### config.mk
export PLATFORM = sky130hd
export DESIGN_NAME = addsub_pipe
export DESIGN_NICKNAME = d
export VERILOG_FILES = /design/src/rtl/addsub_pkg.sv /design/src/rtl/addsub_pipe_stage.sv /design/src/rtl/addsub_pipe.sv
export SDC_FILE = /design/constraint.sdc
export NUM_CORES = 1
export LEC_CHECK = 0
export BUFFER_PORTS_ARGS = -buffer_cell sky130_fd_sc_hd__clkbuf_2
export CORE_ASPECT_RATIO = 1.25
export CORE_MARGIN = 1.5
export CORE_UTILIZATION = 54
export DETAILED_ROUTE_END_ITERATION = 8
export GPL_TIMING_DRIVEN = 0
export PLACE_DENSITY = 0.88
export SETUP_SLACK_MARGIN = 0.2
export SKIP_CTS_REPAIR_TIMING = 1
export SYNTH_ARGS = -nofsm -noshare
export SYNTH_HDL_FRONTEND = slang
export SYNTH_SLANG_ARGS = --single-unit
### constraint.sdc
create_clock -name CLK -period 2.7 [get_ports CLK]
set_clock_uncertainty 0.05 [all_clocks]
set_input_delay 0.675 -clock CLK [delete_from_list [all_inputs] [get_ports CLK]]
set_output_delay 0.675 -clock CLK [all_outputs]
set_load 0.1 [all_outputs]
### src/rtl/addsub_pkg.sv
// Shared types for the pipelined add/subtract unit: operation mode encoding.
package addsub_pkg;

    typedef enum logic [1:0] {
        MODE_ADD  = 2'b00,
        MODE_SUB  = 2'b01,
        MODE_ADDC = 2'b10,
        MODE_ACC  = 2'b11
    } mode_e;

endpackage

### src/rtl/addsub_pipe_stage.sv
// One valid/ready register slice; data is captured only on a transfer and held otherwise.
module addsub_pipe_stage #(
    parameter int DW = 10
) (
    input  logic          clk,
    input  logic          rst_n,
    input  logic          up_valid,
    input  logic [DW-1:0] up_data,
    input  logic          dn_ready,
    output logic          valid,
    output logic [DW-1:0] data
);

    always_ff @(posedge clk or negedge rst_n) begin
        if (!rst_n) begin
            valid <= 1'b0;
            data  <= '0;
        end else if (!valid || dn_ready) begin
            valid <= up_valid;
            if (up_valid) begin
                data <= up_data;
            end
        end
    end

endmodule

### src/rtl/addsub_pipe.sv
// Pipelined add/sub/add-with-carry/accumulate unit behind a valid/ready register chain.
// Optional signed saturation of results is enabled by defining ADDSUB_PIPE_SAT_EN.
module addsub_pipe
    import addsub_pkg::*;
#(
    parameter int WIDTH  = 8,
    parameter int STAGES = 2
) (
    input  logic             CLK,
    input  logic             ASYNCRESETN,
    input  logic             I_VALID,
    output logic             I_READY,
    input  logic [1:0]       MODE,
    input  logic             CIN,
    input  logic             ACC_CLR,
    input  logic [WIDTH-1:0] I0,
    input  logic [WIDTH-1:0] I1,
    output logic             O_VALID,
    input  logic             O_READY,
    output logic [WIDTH-1:0] O,
    output logic             COUT,
    output logic             V
);

    typedef struct packed {
        logic [WIDTH-1:0] o;
        logic             cout;
        logic             v;
    } result_t;

`ifdef ADDSUB_PIPE_SAT_EN
    localparam logic [WIDTH-1:0] SAT_MAX = {WIDTH{1'b1}} >> 1;
    localparam logic [WIDTH-1:0] SAT_MIN = ~SAT_MAX;
`endif

    mode_e            mode;
    logic [WIDTH-1:0] acc;
    logic [WIDTH-1:0] op_a;
    logic [WIDTH-1:0] op_b;
    logic             cin_eff;
    logic [WIDTH:0]   sum;
    result_t          res;
    logic             in_fire;

    logic [STAGES:0]  vld;
    logic [STAGES:0]  rdy;
    result_t          dat [0:STAGES];

    assign mode = mode_e'(MODE);

    always_comb begin
        op_a    = I0;
        op_b    = I1;
        cin_eff = 1'b0;
        case (mode)
            MODE_SUB: begin
                op_b    = ~I1;
                cin_eff = 1'b1;
            end
            MODE_ADDC: cin_eff = CIN;
            MODE_ACC:  op_b    = acc;
            default:   ;
        endcase

        sum      = {1'b0, op_a} + {1'b0, op_b} + {{WIDTH{1'b0}}, cin_eff};
        res.o    = sum[WIDTH-1:0];
        res.cout = sum[WIDTH];
        res.v    = (op_a[WIDTH-1] == op_b[WIDTH-1]) && (sum[WIDTH-1] != op_a[WIDTH-1]);
`ifdef ADDSUB_PIPE_SAT_EN
        if (res.v) begin
            res.o = op_a[WIDTH-1] ? SAT_MIN : SAT_MAX;
        end
`endif
        // Accumulator load passes the operand straight through with clean flags.
        if (mode == MODE_ACC && ACC_CLR) begin
            res.o    = I0;
            res.cout = 1'b0;
            res.v    = 1'b0;
        end
    end

    assign in_fire = I_VALID && I_READY;

    always_ff @(posedge CLK or negedge ASYNCRESETN) begin
        if (!ASYNCRESETN) begin
            acc <= '0;
        end else if (in_fire && mode == MODE_ACC) begin
            acc <= res.o;
        end
    end

    // Ready ripples back from O_READY; a stage accepts when empty or draining.
    always_comb begin
        rdy         = '0;
        rdy[STAGES] = O_READY;
        for (int k = STAGES - 1; k >= 0; k--) begin
            rdy[k] = !vld[k+1] || rdy[k+1];
        end
    end

    assign vld[0]  = I_VALID;
    assign dat[0]  = res;
    assign I_READY = rdy[0];

    for (genvar k = 0; k < STAGES; k++) begin : g_stage
        addsub_pipe_stage #(
            .DW(WIDTH + 2)
        ) u_stage (
            .clk      (CLK),
            .rst_n    (ASYNCRESETN),
            .up_valid (vld[k]),
            .up_data  (dat[k]),
            .dn_ready (rdy[k+1]),
            .valid    (vld[k+1]),
            .data     (dat[k+1])
        );
    end

    assign O_VALID = vld[STAGES];
    assign O       = dat[STAGES].o;
    assign COUT    = dat[STAGES].cout;
    assign V       = dat[STAGES].v;

endmodule

# Yosys cells after proc, flatten, opt, wreduce, memory -nomap -nowiden

Index checks and enable logic that the tools add are counted.

Latch bits: 0
Output and inout port bits: 12
Memory bits (read-only): 0
RAM bits: 0
Memories: 0
Flip-flop bits (word level): 30

Reduce and logical (&&, ||, !) cells: 10
Muxes and demuxes: 3
Shifts and indexed selects: 0
Divide/modulo/power cells: 0
Magnitude comparators: 0
Multipliers: 0
Bitwise logic cells: 1
Eq/ne operators: 5
Add/subtract/negate cells: 2

Operators with widths:

| cell                 | count |
|---|---|
| $pmux W8 S2          | 1 |
| $mux W10             | 1 |
| $add A8 B8 Y9        | 1 |
| $add A9 B1 Y9        | 1 |
| $not A8 Y8           | 1 |
| $eq A2 B2 Y1 const B | 2 |
| $logic_and A1 B1 Y1  | 4 |
| $reduce_and A2 Y1    | 2 |
| $eq A2 B1 Y1 const B | 1 |
| $logic_not A1 Y1     | 2 |
| $logic_or A1 B1 Y1   | 2 |
| $pmux W1 S2          | 1 |
| $eq A1 B1 Y1         | 1 |
| $ne A1 B1 Y1         | 1 |

# Longest topological paths before layout

Gate-level depths: netlist of run 1.

Word-level depth: 7
Depth in mapped cells: 14
Depth with buffers taken out: 13

# Modules after synthesis

Synthesis of run 1 repeated with hierarchy kept, for this count alone.

Cells, all modules: 182
Area, all modules: 1856.8 sq um

Modules (own cells, without submodules):

| module            | seq. area each (sq um) | times used | area an instance (sq um) | cells each |
|---|---|---|---|---|
| addsub_pipe       | 200.2                  | 1          | 1016.0                   | 134 |
| addsub_pipe_stage | 275.3                  | 2          | 420.4                    | 24 |

# Least setup slack after synthesis of run 1

Ideal clock, no wire load.

Path type: reg2reg
Start: register g_stage[1].u_stage.valid
End: register acc[0]
Setup slack: -0.495 ns
Path buffers: 1
Period minus slack after synthesis: 3.195 ns
Required time: 2.518 ns
Data arrival time: 3.013 ns
Stages on the path, launching flop included: 6
Path through: dfrtp_1 -> nand3b_1 -> and2_0 -> nand2_1 -> clkbuf_1 -> o21ai_0

Word-level cells in the longest chain between the ends: 5

RTL lines:

| element                         | line                    | RTL |
|---|---|---|
| start: declaration              | addsub_pipe_stage.sv:10 | `output logic valid,` |
| start signal: assignment        | addsub_pipe_stage.sv:19 | `valid <= up_valid;` |
| $logic_not A1 Y1                | addsub_pipe.sv:97       | `rdy[k] = !vld[k+1] \|\| rdy[k+1];` |
| $logic_or A1 B1 Y1 (2 in a row) | addsub_pipe.sv:97       |  |
| via I_READY                     | addsub_pipe.sv:12       | `output logic I_READY,` |
| $logic_and A1 B1 Y1             | addsub_pipe.sv:82       | `assign in_fire = I_VALID && I_READY;` |
| $logic_and A1 B1 Y1             | addsub_pipe.sv:87       | `end else if (in_fire && mode == MODE_ACC) begin` |
| end signal: assignment          | addsub_pipe.sv:88       | `acc <= res.o;` |
| end: declaration                | addsub_pipe.sv:37       | `logic [WIDTH-1:0] acc;` |

The timed path passes the listed nets, and every way through them passes these cells.
A chain may end at the register's enable or synchronous reset.

# Worst setup path in the final report of run 1

Start: input port MODE[1]
End: register g_stage[0].u_stage.data[8]

Word-level cells in the longest chain between the ends: 5
Elaborated cells on any way between the ends: 9
Classes of those cells: 2 x add/sub; 3 x eq/ne; 3 x mux; 1 x reduce/logical

RTL lines:

| element                                             | line                                 | RTL |
|---|---|---|
| start: declaration                                  | addsub_pipe.sv:13                    | `input logic [1:0] MODE,` |
| $eq A2 B2 Y1 / $eq A2 B1 Y1 (equally long branches) | addsub_pipe.sv:55, addsub_pipe.sv:75 |  |
| $pmux W8 S2                                         | addsub_pipe.sv:55                    | `case (mode)` |
| $add A8 B8 Y9                                       | addsub_pipe.sv:65                    | `sum = {1'b0, op_a} + {1'b0, op_b} + {{WIDTH{1'b0}}, cin_eff};` |
| $add A9 B1 Y9                                       | addsub_pipe.sv:65                    |  |
| $mux W10 *                                          | addsub_pipe.sv:75                    | `if (mode == MODE_ACC && ACC_CLR) begin` |
| end signal: assignment                              | addsub_pipe_stage.sv:21              | `data <= up_data;` |
| end: declaration                                    | addsub_pipe_stage.sv:11              | `output logic [DW-1:0] data` |

Mark *: on every way between the ends. The rest lies on a longest branch, timed or not.

==> results of run 1 <==
==> synthesized netlist by cell type <==
master    number  area (um2)
fa_1           2       40.04
o211ai_1       1       7.510
a22oi_1        1       7.510
clkbuf_1       6       22.52
o21ai_0       21       105.1
nor2b_1        1       6.260
o221a_2        1       11.26
and2_0         1       6.260
a21o_1         3       22.52
a221oi_4       1       26.28
and3_2         1       7.510
inv_1          3       11.26
xnor2_1        4       35.03
mux2i_1        5       50.05
nand3_1        1       5.000
mux2_2        12       135.1
or3_1          1       6.260
and2_1         2       12.51
nor3_1         2       10.01
nand2_1       43       161.4
dfrtp_1       30       750.7
xor2_1         2       17.52
ha_1          11       137.6
or2_2          1       6.260
nand3b_1       1       7.510
a221oi_1       1       8.760
buf_4          8       60.06
a21oi_1        5       25.02
o31ai_1        2       15.01
nor2_1         3       11.26
o311a_1        1       10.01
o21a_1         1       7.510
nand2b_1       4       25.02
==> how the worst max path moves through the flow <==
stage	to	slack [ns]	depth (start not counted)
2_1_floorplan	g_stage[0].u_stage.data[8]	-0.18	14
4_1_cts	g_stage[0].u_stage.data[8]	-0.39	14
3_3_place_gp	g_stage[0].u_stage.data[8]	-0.62	14
3_5_place_dp	g_stage[0].u_stage.data[8]	-0.68	14
6_report	g_stage[0].u_stage.data[8]	-0.37	15
5_1_grt	g_stage[0].u_stage.data[8]	-0.50	15
==> logic make-up after synthesis <==
kind of cell,Yosys count
muxes,17
AOI/OAI and AO/OA,38
and+or+nand+nor,61
xor gates and xnor gates,6
adders and majority gates,13
buffers and inverters,17
DFF,30
==> power by group <==
| part | total (uW) | internal (uW) | switching [uW] | leakage, uW |
|---|---|---|---|---|
| clock | 326 | 177 | 149 | 0.0000383 |
| combinational | 1080 | 359 | 722 | 0.000759 |
| sequential | 661 | 589 | 71.8 | 0.000364 |
| total | 2070 | 1120 | 943 | 0.00116 |
==> sequential cells by signal (all words and copies together), names as in the netlist <==
name and cells:
acc 8, g_stage.u_stage.valid 2, g_stage.u_stage.data 20
==> worst max-delay path: cells and delay by family <==
kind | cells | cell delay [ns]
adders and majority gates | 3 | 0.93
muxes | 1 | 0.23
xor gates and xnor gates | 1 | 0.12
buffers and inverters | 3 | 0.25
and+or+nand+nor | 3 | 0.23
AOI/OAI and AO/OA | 4 | 0.72
==> layout make-up <==
type	count	area (um2)	area share, %
multi-input cells	135	1092	45.59
plain buffers	14	108.9	4.543
well taps	37	46.29	1.932
flip-flops and latches	30	754.5	31.49
clock buffers	7	76.32	3.185
repair buffers	47	294.0	12.27
inverters	3	23.77	0.9922
==> routing by layer <==
metal / part of all wire, % / global-route usage, %
met5: 0 / 0
met4: 2.3 / 10.63
met3: 3.3 / 4.036
met2: 54 / 37.50
met1: 41 / 26.34
==> through the flow <==
step / utilization, % / instances / power [uW] / cell area [um2]
3_3_place_gp: 67.19 / 254 / 1636 / 2127
2_1_floorplan: - / 182 / 1497 / 1906
5_1_grt: 75.69 / 273 / 2188 / 2396
4_1_cts: 69.60 / 261 / 1993 / 2203
6_report: 75.69 / 273 / 2068 / 2396
3_5_place_dp: 67.19 / 254 / 1665 / 2127
==> run_results.csv, run 1 <==
group,metric,value,unit
run_status,outcome,"finished with violations",
run_status,failed_checks,"negative setup slack",
routing,avgRoutedWirePerCell,14.13,um
clock_tree,ctsHtreeMaxLevel,2,
routing,final_antenna_net_count,0,
worst_setup_path,r2r-start,"acc[0]",
clock_tree,tritoncts,"built",
logic_synthesis,syn-num-nets,219,
floorplanning,die_x,54.23,um
clock_tree,cts_buffers,5,
logic_synthesis,synthXorXnorAreaFrac,2.966,%
clock_tree,clock_latency,0.28,ns
worst_setup_path,ff2ff_setup_slack,0.15,ns
logic_synthesis,synth_compound_area_share,13.91,%
floorplanning,die_y,67.04,um
global_routing,grt_pass1_vias,1319,
logic_synthesis,synthAdderAreaFrac,10.03,%
worst_setup_path,slowest_stage,"fa_2",
logic_synthesis,ys_types,33,
global_routing,overflow,0,
placement,gp_congestion,0.7890,
routing,dr_total_vias,1487,
worst_setup_path,worstPathArrival,3.17,ns
global_routing,grt_max_degree,31,
timing,fin_crit_sh,113.7,%
timing,drv_slew,0,
placement,port_buffers,35,
floorplanning,die-area,3636,um2
final_layout,antenna_cells,0,
logic_synthesis,syn_inst,182,
floorplanning,initial_utilization,55.97,%
routing,drcViolationCount,0,
final_layout,layout_commonest_cell,"nand2_1",
timing,holdWs,0.3870,ns
power,p_leak,0.001161,uW
worst_setup_path,crit_start,"MODE[1]",
logic_synthesis,yosys.area_share.simple,14.97,%
clock_tree,cts_root_buf,"clkbuf_8",
logic_synthesis,ys_seq_area_share,42.37,%
final_layout,final_cell_mix,"nand2_1 (37), clkbuf_2 (33), dfrtp_1 (29)",
timing,setup_viol,12,
worst_setup_path,max_stage_delay,0.41,ns
clock_tree,cts_buffer_depth,2,
logic_synthesis,synth_top_family_by_area,"simple AND/OR/NAND/NOR gates",
routing,drt_iter0_markers,40,
flow_run,drv_cap,0,
global_routing,track_usage,22.21,%
floorplanning,rows,23,
timing,layout_min_cycle_time,3.070,ns
worst_setup_path,cp.required,2.80,ns
worst_setup_path,path_max_fanout,4,
final_layout,final_nets,273,
final_layout,n_fill_cell,227,
timing,rsz0062_at_grt,"true",
global_routing,grt_pass1_wl,5.768,mm
floorplanning,core,3166,um2
power,ir_worst_vdd,0.0008460,V
logic_synthesis,syn-cell-area,1772,um2
timing,finalHoldViolCount,0,
logic_synthesis,yosys_warnings,0,
power,power_density,863.1,nW/um2
timing,tightestPinTransition,0.7029,ns
worst_setup_path,crit_chain,"buf_12 -> inv_12 -> ha_4 -> or2_4 -> buf_8 -> nand2_2 -> o21ai_2 -> nand2_2 -> fa_2 -> fa_2 -> a21o_1 -> a221oi_2 -> xnor2_1 -> mux2i_1 -> o21ai_1",
worst_setup_path,worst_r2r_path_depth,9,
clock_tree,clock-sinks,30,
logic_synthesis,muxShareOfSynthArea,10.45,%
timing,tns,-2.714,ns
min_path,hold_class,"in2async",
routing,via_per_inst,5.447,
final_layout,syn_to_final_growth,35.24,%
logic_synthesis,syn_avg_cell_area,9.735,um2
worst_setup_path,path_class,"in2reg",
timing,max_freq,325.8,MHz
timing,layout_setup_ws,-0.3696,ns
placement,dp_hpwl,2.722,mm
worst_setup_path,r2r_end,"g_stage[0].u_stage.data[8]",
worst_setup_path,end_kind,"flop",
timing,relSlewSlack,53.14,%
worst_setup_path,startpoint_type,"primary input",
routing,wl,3.857,mm
logic_synthesis,yosys_register_bits,30,
placement,post-place-ws,-0.6775,ns
clock_tree,path_clk_slew,0.06,ns
global_routing,antenna_found_initial,0,
floorplanning,io_pins,36,
final_layout,final_layout_size_suffix_gt1_share,45.34,%
routing,detail_route.first_pass.iterations,4,
No activity file was read; power rests on OpenSTA's default activity.
==> run 2, diff against run 1 <==
--- a/config.mk
+++ b/config.mk
@@ -8,7 +8,7 @@
 export BUFFER_PORTS_ARGS = -buffer_cell sky130_fd_sc_hd__clkbuf_2
 export CORE_ASPECT_RATIO = 1.25
 export CORE_MARGIN = 1.5
-export CORE_UTILIZATION = 54
+export CORE_UTILIZATION = 55
 export DETAILED_ROUTE_END_ITERATION = 8
 export GPL_TIMING_DRIVEN = 0
 export PLACE_DENSITY = 0.88
@@ -16,4 +16,5 @@
 export SKIP_CTS_REPAIR_TIMING = 1
 export SYNTH_ARGS = -nofsm -noshare
 export SYNTH_HDL_FRONTEND = slang
+export SYNTH_HIERARCHICAL = 1
 export SYNTH_SLANG_ARGS = --single-unit
==> run_results.csv, run 2 <==
group,metric,value,unit
run_status,outcome,"finished with violations",
run_status,failed_checks,"negative setup slack",
logic_synthesis,ys_seq_area_share,40.43,%
worst_setup_path,critPathTopFamily,"adder cells",
logic_synthesis,ys_types,40,
timing,tightestPinTransition,0.7171,ns
timing,finalHoldViolCount,0,
flow_run,drv_cap,0,
worst_setup_path,r2r-start,"acc[0]",
routing,wl,4.632,mm
clock_tree,path_clk_slew,0.06,ns
power,power_frac_seq,31.3,%
timing,layout_setup_ws,-0.4999,ns
global_routing,grt_max_degree,31,
timing,drv_slew,0,
power,power_density,910.3,nW/um2
logic_synthesis,synth_flop_cell,"dfrtp_1",
worst_setup_path,worstPathArrival,3.32,ns
final_layout,top_regs,"g_stage.u_stage/data x20, acc x8, g_stage.u_stage/valid x2",
routing,drcViolationCount,0,
power,pwr-share-comb,53.6,%
logic_synthesis,ys_async_sr_fraction,100.0,%
floorplanning,core,3223,um2
clock_tree,ctsHtreeMaxLevel,2,
timing,max_freq,312.5,MHz
placement,dp_hpwl,2.868,mm
timing,fin_crit_sh,118.5,%
floorplanning,initial_utilization,57.61,%
worst_setup_path,slowest_stage,"fa_2",
logic_synthesis,syn-num-nets,219,
timing,rsz0062_at_grt,"true",
logic_synthesis,yosys_register_bits,30,
power,p_int,1197,uW
power,clkPwrFrac,15.1,%
timing,setup_viol,14,
final_layout,fin_cells,270,
clock_tree,clock-sinks,30,
floorplanning,die-area,3736,um2
worst_setup_path,max_stage_delay,0.40,ns
routing,dr_total_vias,1595,
placement,port_buffers,35,
placement,dpl-instance-area,2158,um2
min_path,hold_class,"in2async",
power,switching_share,47.92,%
global_routing,grt_pass1_wl,6.085,mm
floorplanning,rows,23,
placement,placedCellCount,254,
clock_tree,cts_root_buf,"clkbuf_8",
timing,layout_min_cycle_time,3.200,ns
final_layout,final_layout_size_suffix_gt1_share,53.22,%
worst_setup_path,crit_chain,"buf_12 -> inv_12 -> ha_4 -> buf_8 -> or2_4 -> buf_8 -> nand2_2 -> o21ai_1 -> nand2_1 -> fa_2 -> fa_2 -> a211oi_2 -> o21ai_1 -> buf_4 -> a21oi_2 -> o31ai_2 -> mux2_4",
final_layout,final_nets,269,
logic_synthesis,synth_most_common_cell,"nand2_1",
worst_setup_path,crit_start,"MODE[1]",
global_routing,grt_pass1_vias,1398,
power,p_switching,1101,uW
global_routing,track_usage,22.98,%
logic_synthesis,synth.top_cell.area_share,40.43,%
power,p_leak,0.001178,uW
logic_synthesis,syn_inst,182,
logic_synthesis,syn_avg_cell_area,10.20,um2
logic_synthesis,yosys_warnings,6,
clock_tree,clock_latency,0.28,ns
worst_setup_path,end_kind,"flop",
final_layout,final_cell_mix,"nand2_1 (38), clkbuf_2 (33), dfrtp_1 (29)",
worst_setup_path,startpoint_type,"primary input",
clock_tree,tritoncts,"built",
power,ir_worst_vdd,0.0007207,V
logic_synthesis,synth_edf_count,0,
final_layout,fin_area,2524,um2
timing,relSlewSlack,52.19,%
routing,detail_route.first_pass.iterations,4,
final_layout,regMostFlops,"g_stage.u_stage/data",
final_layout,syn_to_final_growth,35.92,%
final_layout,antenna_cells,0,
worst_setup_path,cp.required,2.82,ns
routing,avgRoutedWirePerCell,17.16,um
final_layout,layout_commonest_cell,"nand2_1",
global_routing,antenna_found_initial,0,
floorplanning,die_x,54.97,um
worst_setup_path,path_max_fanout,3,
floorplanning,die_y,67.96,um
logic_synthesis,synth.area.top_cells,"dfrtp_1 (40%), mux2_2 (15%), nand2_1 (8.7%)",
logic_synthesis,syn-cell-area,1857,um2
clock_tree,cts_buffer_depth,2,
final_layout,largest_reg_flops,20,
placement,gp_congestion,0.8194,
worst_setup_path,path_class,"in2reg",
routing,final_antenna_net_count,0,
floorplanning,io_pins,36,
global_routing,overflow,0,
routing,drt_iter0_markers,55,
routing,via_per_inst,5.907,
logic_synthesis,synth_area_leader_cell,"dfrtp_1",
worst_setup_path,path_buf_inv,5,
logic_synthesis,synth_common_cells,"nand2_1 (43), dfrtp_1 (30), mux2_2 (24)",
clock_tree,cts_buffers,5,
[run 2: cell count changes after synthesis, sizes merged, moves of 4 or more]
cell	change
mux2	+13
o21ai	-6
buf	-4
clkbuf	-4
mux2i	-4
[run 2: path summary, 6_finish.rpt]
path                            cells past startpoint                         end  slack, ns
worst min-delay path                                1  g_stage[1].u_stage/data[7]       0.38
worst max register to register                     10                      acc[6]       0.15
min in group CLK                                    2                      acc[0]       0.45
worst min register to register                      2                      acc[0]       0.45
max in group asynchronous                           1    g_stage[1].u_stage/valid       1.69
worst max-delay path                               17                      acc[6]      -0.50
[run 2: area by class of cell]
cell class | instances | area, um2
Buffer | 6 | 56.30
Clock buffer | 6 | 72.57
Clock inverter | 2 | 10.01
Fill cell | 207 | 699.4
Inverter | 4 | 27.53
Multi-Input combinational cell | 142 | 1287
Sequential cell | 30 | 754.5
Tap cell | 37 | 46.29
Timing Repair Buffer | 43 | 269.0
[run 2: logic make-up after synthesis]
group           synth area share [%]
mux                            15.90
buf+inv                        2.628
simple gates                   18.60
xor+xnor                       1.887
compound gates                 10.98
flops                          40.43
fa+ha+maj                      9.569
[run 2: power groups by stage]
stage               sequential (uW)  clock (uW)  combinational (uW)
floorplan                      1210           0                 398
global placement                708           0                1070
detailed placement              721           0                1090
CTS                             713         352                1090
global route                    742         368                1290
finish                          718         347                1230
[run 2: metal layers]
metal	vias up	track usage, %	part of all wire [%]
met1	782	26.06	38
met2	66	40.03	55
met5	-	0	0
li1	734	-	-
met4	0	9.756	2.8
met3	13	5.677	4.4
[run 2: metrics by stage]
step / util [%] / TNS (ns) / worst slack (ns) / power (uW) / hold slack [ns]
CTS: 69.53 / -6.251 / -0.6976 / 2160 / 0.4073
global route: 78.30 / -4.950 / -0.5840 / 2405 / 0.4462
finish: 78.30 / -3.883 / -0.4999 / 2297 / 0.3826
floorplan: - / -4.136 / -0.5791 / 1611 / 0.3294
detailed placement: 66.96 / -11.08 / -0.9943 / 1813 / 0.4181
global placement: 66.96 / -10.04 / -0.9394 / 1776 / 0.4125
==> run 3, diff against run 2 <==
--- a/config.mk
+++ b/config.mk
@@ -9,6 +9,7 @@
 export CORE_ASPECT_RATIO = 1.25
 export CORE_MARGIN = 1.5
 export CORE_UTILIZATION = 55
+export CTS_BUF_LIST = sky130_fd_sc_hd__clkbuf_16
 export DETAILED_ROUTE_END_ITERATION = 8
 export GPL_TIMING_DRIVEN = 0
 export PLACE_DENSITY = 0.88
==> run_results.csv, run 3 (same netlist as run 2, synthesis figures left out) <==
group,metric,value,unit
run_status,outcome,"finished with violations",
run_status,failed_checks,"negative setup slack",
clock_tree,cts_buffer_depth,2,
routing,final_antenna_net_count,0,
flow_run,drv_cap,0,
worst_setup_path,cp.required,2.81,ns
final_layout,largest_reg_flops,20,
clock_tree,clock-sinks,30,
global_routing,track_usage,24.29,%
clock_tree,clock_latency,0.27,ns
final_layout,final_nets,266,
routing,avgRoutedWirePerCell,16.43,um
clock_tree,cts_root_buf,"clkbuf_16",
placement,dp_hpwl,2.868,mm
worst_setup_path,end_kind,"flop",
global_routing,grt_max_degree,31,
global_routing,grt_pass1_vias,1440,
final_layout,antenna_cells,0,
power,ir_worst_vdd,0.0008424,V
placement,port_buffers,35,
timing,tns,-3.220,ns
floorplanning,rows,23,
floorplanning,io_pins,36,
floorplanning,core,3223,um2
timing,fin_crit_sh,115.6,%
timing,layout_min_cycle_time,3.120,ns
worst_setup_path,path_class,"in2reg",
timing,setup_viol,14,
worst_setup_path,ff2ff_setup_slack,0.22,ns
floorplanning,die_x,54.97,um
timing,rsz0062_at_grt,"true",
routing,via_per_inst,5.809,
clock_tree,tritoncts,"built",
timing,drv_slew,0,
clock_tree,path_clk_slew,0.05,ns
routing,wl,4.387,mm
final_layout,final_layout_size_suffix_gt1_share,47.39,%
timing,max_freq,320.5,MHz
final_layout,final_cell_mix,"nand2_1 (42), clkbuf_2 (33), dfrtp_1 (29)",
min_path,hold_class,"in2async",
timing,tightestPinTransition,0.7274,ns
final_layout,top_regs,"g_stage.u_stage/data x20, acc x8, g_stage.u_stage/valid x2",
worst_setup_path,worstPathArrival,3.23,ns
worst_setup_path,startpoint_type,"primary input",
routing,dr_total_vias,1551,
final_layout,syn_to_final_growth,31.74,%
worst_setup_path,r2r-start,"acc[0]",
placement,gp_congestion,0.8194,
placement,placedCellCount,254,
timing,relSlewSlack,51.50,%
final_layout,fin_area,2446,um2
timing,layout_setup_ws,-0.4203,ns
final_layout,fin_cells,267,
worst_setup_path,worst_r2r_path_depth,10,
global_routing,antenna_found_initial,0,
final_layout,layout_commonest_cell,"nand2_1",
clock_tree,cts_buffers,5,
worst_setup_path,path_max_fanout,5,
final_layout,regMostFlops,"g_stage.u_stage/data",
timing,finalHoldViolCount,0,
final_layout,n_fill_cell,231,
floorplanning,initial_utilization,57.61,%
floorplanning,die_y,67.96,um
placement,dpl-instance-area,2158,um2
clock_tree,ctsHtreeMaxLevel,2,
power,p_leak,0.001171,uW
worst_setup_path,r2r_end,"g_stage[0].u_stage/data[1]",
global_routing,overflow,0,
routing,detail_route.first_pass.iterations,4,
global_routing,grt_pass1_wl,6.368,mm
routing,drcViolationCount,0,
floorplanning,die-area,3736,um2
power,power_density,984.9,nW/um2
routing,drt_iter0_markers,40,
[run 3: cell count changes in the layout (fill, tap and decap cells not counted), moves of 3 or more]
cell,before,now
nand2_1,38,42
ha_4,7,3
clkbuf_8,5,0
ha_1,3,6
clkbuf_16,0,5
nand2_2,4,1
[run 3: stage by stage]
step	hold WS [ns]	util [%]	power, uW	setup WS (ns)
after global placement	0.4125	66.96	1776	-0.9394
after floorplan	0.3294	-	1611	-0.5791
after CTS	0.4213	71.27	2342	-0.7254
after detailed placement	0.4181	66.96	1813	-0.9943
final	0.4011	75.89	2409	-0.4203
after global routing	0.4604	75.89	2517	-0.5321
[run 3: layout make-up]
class,instances,area [um2],share of cell area (%)
sequential,30,754.5,30.84
timing repair buffer,40,234.0,9.565
buffer,6,56.30,2.302
inverter,4,27.53,1.125
clock buffer,5,125.1,5.115
multi-input combinational,142,1189,48.59
clock inverter,3,13.76,0.5627
tap,37,46.29,1.893
[run 3: worst max path at each step]
stage                 start                         end  slack, ns  cells past startpoint
finish              MODE[1]  g_stage[0].u_stage/data[1]      -0.42                     17
global route        MODE[1]  g_stage[0].u_stage/data[1]      -0.53                     17
CTS                 MODE[1]  g_stage[0].u_stage/data[1]      -0.73                     17
detailed placement  MODE[1]  g_stage[0].u_stage/data[1]      -0.99                     17
global placement    MODE[1]  g_stage[0].u_stage/data[1]      -0.94                     17
floorplan           MODE[1]  g_stage[0].u_stage/data[1]      -0.58                     16
[run 3: metal layers]
layer  track usage [%]  up-vias  wire length [um]
li1                  -      726                 -
met4             12.50        0               177
met1             26.52      741              1683
met5                 0        -                 0
met2             42.56       65              2330
met3             5.677       19               195
[run 3: critical path, stage by stage]
cell and delay (ns):
buf_12 0.12, inv_12 0.04, ha_4 0.11, buf_8 0.09
or2_4 0.11, buf_8 0.10, nand2_2 0.04, o21ai_1 0.06
nand2_1 0.10, fa_2 0.39, fa_2 0.40, a211oi_4 0.26
o21ai_2 0.11, and3_4 0.20, o21ai_2 0.10, a21oi_1 0.07
mux2_4 0.26
[run 3: report_power, final]
part | total [uW] | switching, uW | internal (uW)
clock | 523 | 189 | 334
combinational | 1170 | 813 | 354
sequential | 720 | 97.3 | 623
